### src/rtl/microsequencer_pkg.sv
// Shared control-unit constants: state width, next-state (n_sel) and condition (cond_sel) encodings.
package microsequencer_pkg;

  localparam int STATE_W = 10;

  localparam logic [2:0] NS_DISPATCH = 3'b000;
  localparam logic [2:0] NS_INC      = 3'b001;
  localparam logic [2:0] NS_JUMP     = 3'b010;
  localparam logic [2:0] NS_CBR      = 3'b011;
  localparam logic [2:0] NS_MWAIT    = 3'b100;
  localparam logic [2:0] NS_CALL     = 3'b101;
  localparam logic [2:0] NS_RET      = 3'b110;
  localparam logic [2:0] NS_FETCH    = 3'b111;

  localparam logic [1:0] CS_Z = 2'b00;
  localparam logic [1:0] CS_N = 2'b01;
  localparam logic [1:0] CS_C = 2'b10;
  localparam logic [1:0] CS_V = 2'b11;

endpackage

### src/rtl/microsequencer_return_stack.sv
// LIFO of return addresses for micro-subroutine calls, with sticky overflow/underflow flags.
module microseq_return_stack #(
  parameter int DEPTH = 4,
  parameter int W     = 10
) (
  input  logic         clk,
  input  logic         reset,
  input  logic         push,
  input  logic         pop,
  input  logic [W-1:0] push_data,
  output logic [W-1:0] top_data,
  output logic         full,
  output logic         empty,
  output logic         overflow,
  output logic         underflow
);

  localparam int IDX_W = $clog2(DEPTH);
  localparam int PTR_W = IDX_W + 1;

  logic [PTR_W-1:0] ptr_q, ptr_d, top_ptr;
  logic [W-1:0]     mem_q [DEPTH];
  logic [W-1:0]     mem_d [DEPTH];
  logic             ovf_q, ovf_d, unf_q, unf_d;

  assign full      = (ptr_q == PTR_W'(DEPTH));
  assign empty     = (ptr_q == '0);
  assign top_ptr   = ptr_q - 1'b1;
  assign top_data  = mem_q[top_ptr[IDX_W-1:0]];
  assign overflow  = ovf_q;
  assign underflow = unf_q;

  // A push on a full stack drops the entry; a pop on an empty one leaves the pointer alone.
  always_comb begin
    ptr_d = ptr_q;
    mem_d = mem_q;
    ovf_d = ovf_q | (push & full);
    unf_d = unf_q | (pop & empty);
    if (push && !full) begin
      mem_d[ptr_q[IDX_W-1:0]] = push_data;
      ptr_d = ptr_q + 1'b1;
    end else if (pop && !empty) begin
      ptr_d = ptr_q - 1'b1;
    end
  end

  always_ff @(posedge clk or posedge reset) begin
    if (reset) begin
      ptr_q <= '0;
      mem_q <= '{default: '0};
      ovf_q <= 1'b0;
      unf_q <= 1'b0;
    end else begin
      ptr_q <= ptr_d;
      mem_q <= mem_d;
      ovf_q <= ovf_d;
      unf_q <= unf_d;
    end
  end

endmodule

### src/rtl/microsequencer.sv
// Microprogram next-state controller. Define MSEQ_STACK_EN to build in the call/return stack;
// without it, call behaves as jump and return as fetch.
module microsequencer
  import microsequencer_pkg::*;
#(
  parameter int                 STACK_DEPTH   = 4,
  parameter logic [STATE_W-1:0] FETCH_STATE   = 10'd1,
  parameter logic [STATE_W-1:0] DISPATCH_BASE = 10'd10
) (
  input  logic               clk,
  input  logic               reset,
  input  logic [2:0]         n_sel,
  input  logic               inv,
  input  logic [1:0]         cond_sel,
  input  logic [STATE_W-1:0] cr,
  input  logic               cond_z,
  input  logic               cond_n,
  input  logic               cond_c,
  input  logic               cond_v,
  input  logic               moc,
  input  logic [5:0]         ir_opcode,
  output logic [STATE_W-1:0] next_state,
  output logic [STATE_W-1:0] current_state,
  output logic               stk_overflow,
  output logic               stk_underflow
);

  if (STACK_DEPTH < 2 || STACK_DEPTH > 16 || (STACK_DEPTH & (STACK_DEPTH - 1)) != 0) begin : g_bad_depth
    $error("microsequencer: STACK_DEPTH must be a power of 2 in 2..16");
  end

  logic [STATE_W-1:0] current_state_q, current_state_d;
  logic [STATE_W-1:0] inc, dispatch, ns;
  logic               cond_raw, cond;

`ifdef MSEQ_STACK_EN
  logic               stk_push, stk_pop, stk_full, stk_empty;
  logic [STATE_W-1:0] stk_top;

  microseq_return_stack #(
    .DEPTH (STACK_DEPTH),
    .W     (STATE_W)
  ) u_stack (
    .clk       (clk),
    .reset     (reset),
    .push      (stk_push),
    .pop       (stk_pop),
    .push_data (inc),
    .top_data  (stk_top),
    .full      (stk_full),
    .empty     (stk_empty),
    .overflow  (stk_overflow),
    .underflow (stk_underflow)
  );
`else
  assign stk_overflow  = 1'b0;
  assign stk_underflow = 1'b0;
`endif

  // Memory wait is a level handshake: the state holds while moc=0 and advances in the cycle moc=1.
  always_comb begin
    cond_raw = cond_z;
    unique case (cond_sel)
      CS_Z: cond_raw = cond_z;
      CS_N: cond_raw = cond_n;
      CS_C: cond_raw = cond_c;
      CS_V: cond_raw = cond_v;
    endcase
    cond     = cond_raw ^ inv;
    inc      = current_state_q + 1'b1;
    dispatch = DISPATCH_BASE + {2'b00, ir_opcode, 2'b00};
    ns       = inc;
`ifdef MSEQ_STACK_EN
    stk_push = 1'b0;
    stk_pop  = 1'b0;
`endif
    unique case (n_sel)
      NS_DISPATCH: ns = dispatch;
      NS_INC:      ns = inc;
      NS_JUMP:     ns = cr;
      NS_CBR:      ns = cond ? cr : inc;
      NS_MWAIT:    ns = moc ? inc : current_state_q;
`ifdef MSEQ_STACK_EN
      NS_CALL: begin
        stk_push = 1'b1;
        ns       = cr;
      end
      NS_RET: begin
        stk_pop = 1'b1;
        ns      = stk_empty ? FETCH_STATE : stk_top;
      end
`else
      NS_CALL:     ns = cr;
      NS_RET:      ns = FETCH_STATE;
`endif
      NS_FETCH:    ns = FETCH_STATE;
    endcase
    next_state      = reset ? '0 : ns;
    current_state_d = next_state;
  end

  always_ff @(posedge clk or posedge reset) begin
    if (reset) current_state_q <= '0;
    else       current_state_q <= current_state_d;
  end

  assign current_state = current_state_q;

endmodule

### config.mk
export PLATFORM = sky130hd
export DESIGN_NAME = microsequencer
export DESIGN_NICKNAME = d
export VERILOG_FILES = /design/src/rtl/microsequencer_pkg.sv /design/src/rtl/microsequencer_return_stack.sv /design/src/rtl/microsequencer.sv
export SDC_FILE = /design/constraint.sdc
export NUM_CORES = 1
export LEC_CHECK = 0
export ABC_AREA = 1
export CAP_MARGIN = 40
export CORE_ASPECT_RATIO = 2
export CORE_UTILIZATION = 25
export CTS_CLUSTER_SIZE = 25
export DETAILED_ROUTE_END_ITERATION = 12
export GPL_TIMING_DRIVEN = 0
export PLACE_DENSITY = 0.6
export SYNTH_ARGS = -nofsm -noshare
export SYNTH_HDL_FRONTEND = slang
export SYNTH_HIERARCHICAL = 1
export SYNTH_SLANG_ARGS = --single-unit
### constraint.sdc
create_clock -name clk -period 4 [get_ports clk]
set_clock_uncertainty 0.05 [all_clocks]
set_input_delay 0.8 -clock clk [delete_from_list [all_inputs] [get_ports clk]]
set_output_delay 0.8 -clock clk [all_outputs]
set_load 0.005 [all_outputs]
# [Yosys cells after proc, flatten, opt, wreduce, memory -nomap -nowiden]
# Index checks and enable logic that the tools add are counted.
[word_totals] register_bits=10 inputBits=29 output_inout_bits=22 elab_cells=23
[classes] n_addsub=2 n_eq_ne=10 mux=5 n_bitwise=1 reduce_logical=4
[op_table] operator="10-bit case mux with 6 select lines" count=1
[op_table] operator="10-bit 2-to-1 mux" count=3
[op_table] operator="3-bit equality test (second input constant)" count=4
[op_table] operator="10-bit by 1-bit adder with 10-bit output (second input constant)" count=1
[op_table] operator="4-bit by 8-bit adder with 9-bit output (first input constant)" count=1
[op_table] operator="3-bit by 2-bit equality test with 1-bit output (second input constant)" count=2
[op_table] operator="2-bit equality test (second input constant)" count=2
[op_table] operator="1-bit case mux with 4 select lines" count=1
[op_table] operator="2-bit OR reduction" count=2
[op_table] operator="3-bit by 1-bit equality test with 1-bit output (second input constant)" count=1
[op_table] operator="3-bit zero test" count=1
[op_table] operator="2-bit by 1-bit equality test with 1-bit output (second input constant)" count=1
[op_table] operator="2-bit zero test" count=1
[op_table] operator="1-bit XOR" count=1

# [Longest topological paths before layout]
[depth] ltp_word=6 ltp_mapped=11 ltp_nobuf=11

# [Least setup slack after synthesis]
# Ideal clock, no wire load.
[synth_path] kind="input to output" from="in n_sel[2]" to="out next_state[7]" arrival_ns=1.590 t_required_ns=3.150 slack_ns=1.560 stages=9 n_path_buf=0 cell_sequence="inv_2 nand2_4 nor2_1 inv_2 o21ai_2 inv_1 nand2_1 nor2_1 nor2_1"
[synth_via] elab_chain_cells=4 elab_cells_between_ends=12 classes_between="eq/ne: 7; mux: 2; reduce/logical: 3"
[synth_rtl] element="from (decl)" line_no="microsequencer.sv:12" rtl="input logic [2:0] n_sel,"
[synth_rtl] element="3-bit equality test / 3-bit by 2-bit equality test with 1-bit output (equally long branches)" line_no="microsequencer.sv:77" rtl="unique case (n_sel)"
[synth_rtl] element="2-bit OR reduction (no source line)"
[synth_rtl] element="10-bit case mux with 6 select lines (*)" line_no="microsequencer.sv:77"
[synth_rtl] element="10-bit 2-to-1 mux (*)" line_no="microsequencer.sv:98" rtl="next_state = reset ? '0 : ns;"
[synth_rtl] element="to (decl)" line_no="microsequencer.sv:22" rtl="output logic [STATE_W-1:0] next_state,"
# Mark *: on every way between the ends. The rest lies on a longest branch, timed or not.

# [Final worst setup path]
# Same ends and word-level chain as after synthesis.

==> run_results.csv <==
group,metric,value,unit
timing,rsz0062_at_grt,"false",
logic_synthesis,synth_edf_count,0,
timing,fmaxAchievable,0.269,GHz
setup_path,crit_start,"n_sel[2]",
logic_synthesis,syn_area_per_cell,5.88,µm²
place,gp_congestion,0.824,
timing,hold_slack,0.671,ns
timing,hold_violations,0,
drt,vias_per_cell,4.74,
clock_network,insertion_delay,0.23,ns
clock_network,path_clk_slew,0.05,ns
global_route,grt_pass1_wl,7.02,mm
setup_path,cp-end-kind,"output port",
worst_hold_path,hp-start,"current_state[3]",
logic_synthesis,synthCells,227,
setup_path,r2r_cells,10,
floorplan,die_x,53.7,µm
logic_synthesis,synth_common_cells,"nand2_1 (66), inv_1 (36), nand3_1 (33), nor2_1 (21), dfrtp_1 (10)",
logic_synthesis,ys_top_cells_by_area,"dfrtp_1 (19%), nand2_1 (19%), nand3_1 (12%)",
global_route,gr-total-overflow,0,
setup_path,cp_max_fo,5,
power,power.density,207,nW/µm²
layout,final_layout_size_suffix_gt1_frac,0.108,
floorplan,core_region_area,5140,µm²
drt,wl_per_cell,12.4,µm
run_status,status,"completed",
worst_hold_path,holdPathStages,4,
floorplan,dieArea,5650,µm²
setup_path,start_kind,"input pin",
logic_synthesis,synth_flop_cell,"dfrtp_1",
run,maxCapViolCount,0,
setup_path,worstReg2RegStart,"current_state[0]",
timing,finalCriticalPeriod,3.72,ns
logic_synthesis,ys_seq_area_frac,0.188,
setup_path,required,3.15,ns
place,post-place-ws,0.268,ns
timing,setup_viol_count_final,0,
clock_network,cts_root_buf,"clkbuf_8",
layout,antenna_cells,0,
floorplan,io_pins,51,
clock_network,numCtsBuffers,3,
logic_synthesis,yosys_warnings,6,
floorplan,rows,37,
clock_network,postCtsSetupRepairBufs,0,
drt,dr.pass1.iters,4,
timing,finalMaxSlewViolations,0,
drt,vias,1598,
clock_network,cts_tree,"done",
power,p_leak,0.000993,µW
timing,fin_ws,0.283,ns
floorplan,start_util,0.260,
floorplan,die_h,105,µm
timing,relSlewSlack,0.648,
drt,drc,0,
global_route,grt_pass1_vias,1576,
logic_synthesis,yosysMostFrequentCell,"nand2_1",
logic_synthesis,synth_cell_types,32,
worst_hold_path,hold_path_class,"reg2reg",
layout,area_growth_syn_to_layout,44.8,%
logic_synthesis,synth_top_area_cell,"dfrtp_1",
power,power,401,µW
logic_synthesis,synthArstFlopShare,1.00,
logic_synthesis,synthesis.area,1330,µm²
power,vdd_ir_drop_max,0.000190,V
layout,nNetsFinal,312,
timing,period_share,0.929,
setup_path,critPathKind,"in2out",
layout,largest_reg_flops,10,
place,io_buffers,48,
drt,wl,4.18,mm
global_route,grt_use_total,0.165,
logic_synthesis,ys_ff_latch,10,
clock_network,cts_sinks,10,
global_route,grt_antenna_before_repair,0,
layout,fillers,555,
drt,drt_iter0_markers,39,
place,place.detailed.hpwl,3.47,mm
logic_synthesis,yosysTopAreaCellShare,0.188,
clock_network,cts_max_path_buffers,2,
clock_network,holdBufCountCts,0,
drt,detail-route-antenna-nets,0,
clock_network,cts_resized,0,
timing,worst_slew_pin_slew,0.525,ns
timing,finalSetupTns,0,ns
clock_network,htree_levels,1,
setup_path,arrival,2.87,ns
global_route,grt_max_degree,18,
[metrics by stage]
step	instance area [µm²]	util	cells
floorplan	1340	-	228
global placement	1890	0.368	334
detailed placement	1890	0.368	334
CTS	1930	0.376	337
global route	1930	0.376	337
finish	1930	0.376	337
[worst paths after layout]
kind	end	slack (ns)
setup reg to reg	current_state[8]	2.27
hold reg to reg	current_state[3]	0.67
hold / removal	current_state[3]	0.67
max in group asynchronous	current_state[5]	2.68
min in group asynchronous	current_state[8]	0.94
setup / recovery	next_state[7]	0.28
[area by class of cell]
cell class | instances | area [µm²] | share of cell area
Tap cell | 58 | 72.6 | 0.0376
Inverter | 41 | 154 | 0.0797
Timing Repair Buffer | 48 | 480 | 0.249
Multi-Input combinational cell | 172 | 885 | 0.458
Buffer | 5 | 48.8 | 0.0253
Clock buffer | 3 | 41.3 | 0.0214
Sequential cell | 10 | 250 | 0.130
[routing by layer]
layer  routed length [µm]  vias up  track usage
met5                    0        -            0
met1                 1510      705        0.168
met3                  174       10       0.0130
met2                 2380       55        0.311
met4                  116        0       0.0771
li1                     -      828            -
[worst max-delay path: stages]
cell	delay [ns]
clkdlybuf4s50_1	0.50
inv_2	0.14
nand2_4	0.07
nor2_1	0.29
inv_2	0.14
o21ai_2	0.15
inv_1	0.04
nand2_1	0.05
nor2_1	0.04
nor2_1	0.11
clkdlybuf4s50_1	0.53
[power breakdown]
group / leakage (µW) / internal [µW] / total (µW) / switching (µW)
combinational: 0.000840 / 86.4 / 175 / 88.5
clock: 0.0000216 / 65.7 / 103 / 37.3
sequential: 0.000132 / 110 / 123 / 13.0
[cell families after synthesis]
| logic type | Yosys count | synth area share |
|---|---|---|
| AND/OR/NAND/NOR | 142 | 0.505 |
| buffers and inverters | 46 | 0.152 |
| AO/OA/AOI/OAI | 22 | 0.102 |
| flip-flops | 10 | 0.188 |
| XOR/XNOR | 4 | 0.0319 |
| adder cells (fa/ha/maj) | 2 | 0.0188 |
| other | 1 | 0.00281 |
[placed cells by master (no fill, tap or decap), drive strengths merged]
| cell type | instances |
|---|---|
| nand2 | 72 |
| clkdlybuf4s50 | 48 |
| inv | 40 |
| nand3 | 36 |
| nor2 | 25 |
| o21ai | 13 |
| dfrtp | 10 |
| nand4 | 5 |
| buf | 5 |
| o211ai | 4 |
| a21oi | 3 |
| clkbuf | 3 |
| xnor2 | 2 |
| ha | 2 |
| conb | 2 |
| nor3 | 2 |
| xor2 | 2 |
| clkinv | 1 |
| nor4 | 1 |
| nand3b | 1 |
| a31oi | 1 |
| a32oi | 1 |
Note: power is estimated with default switching activity, not from simulation.
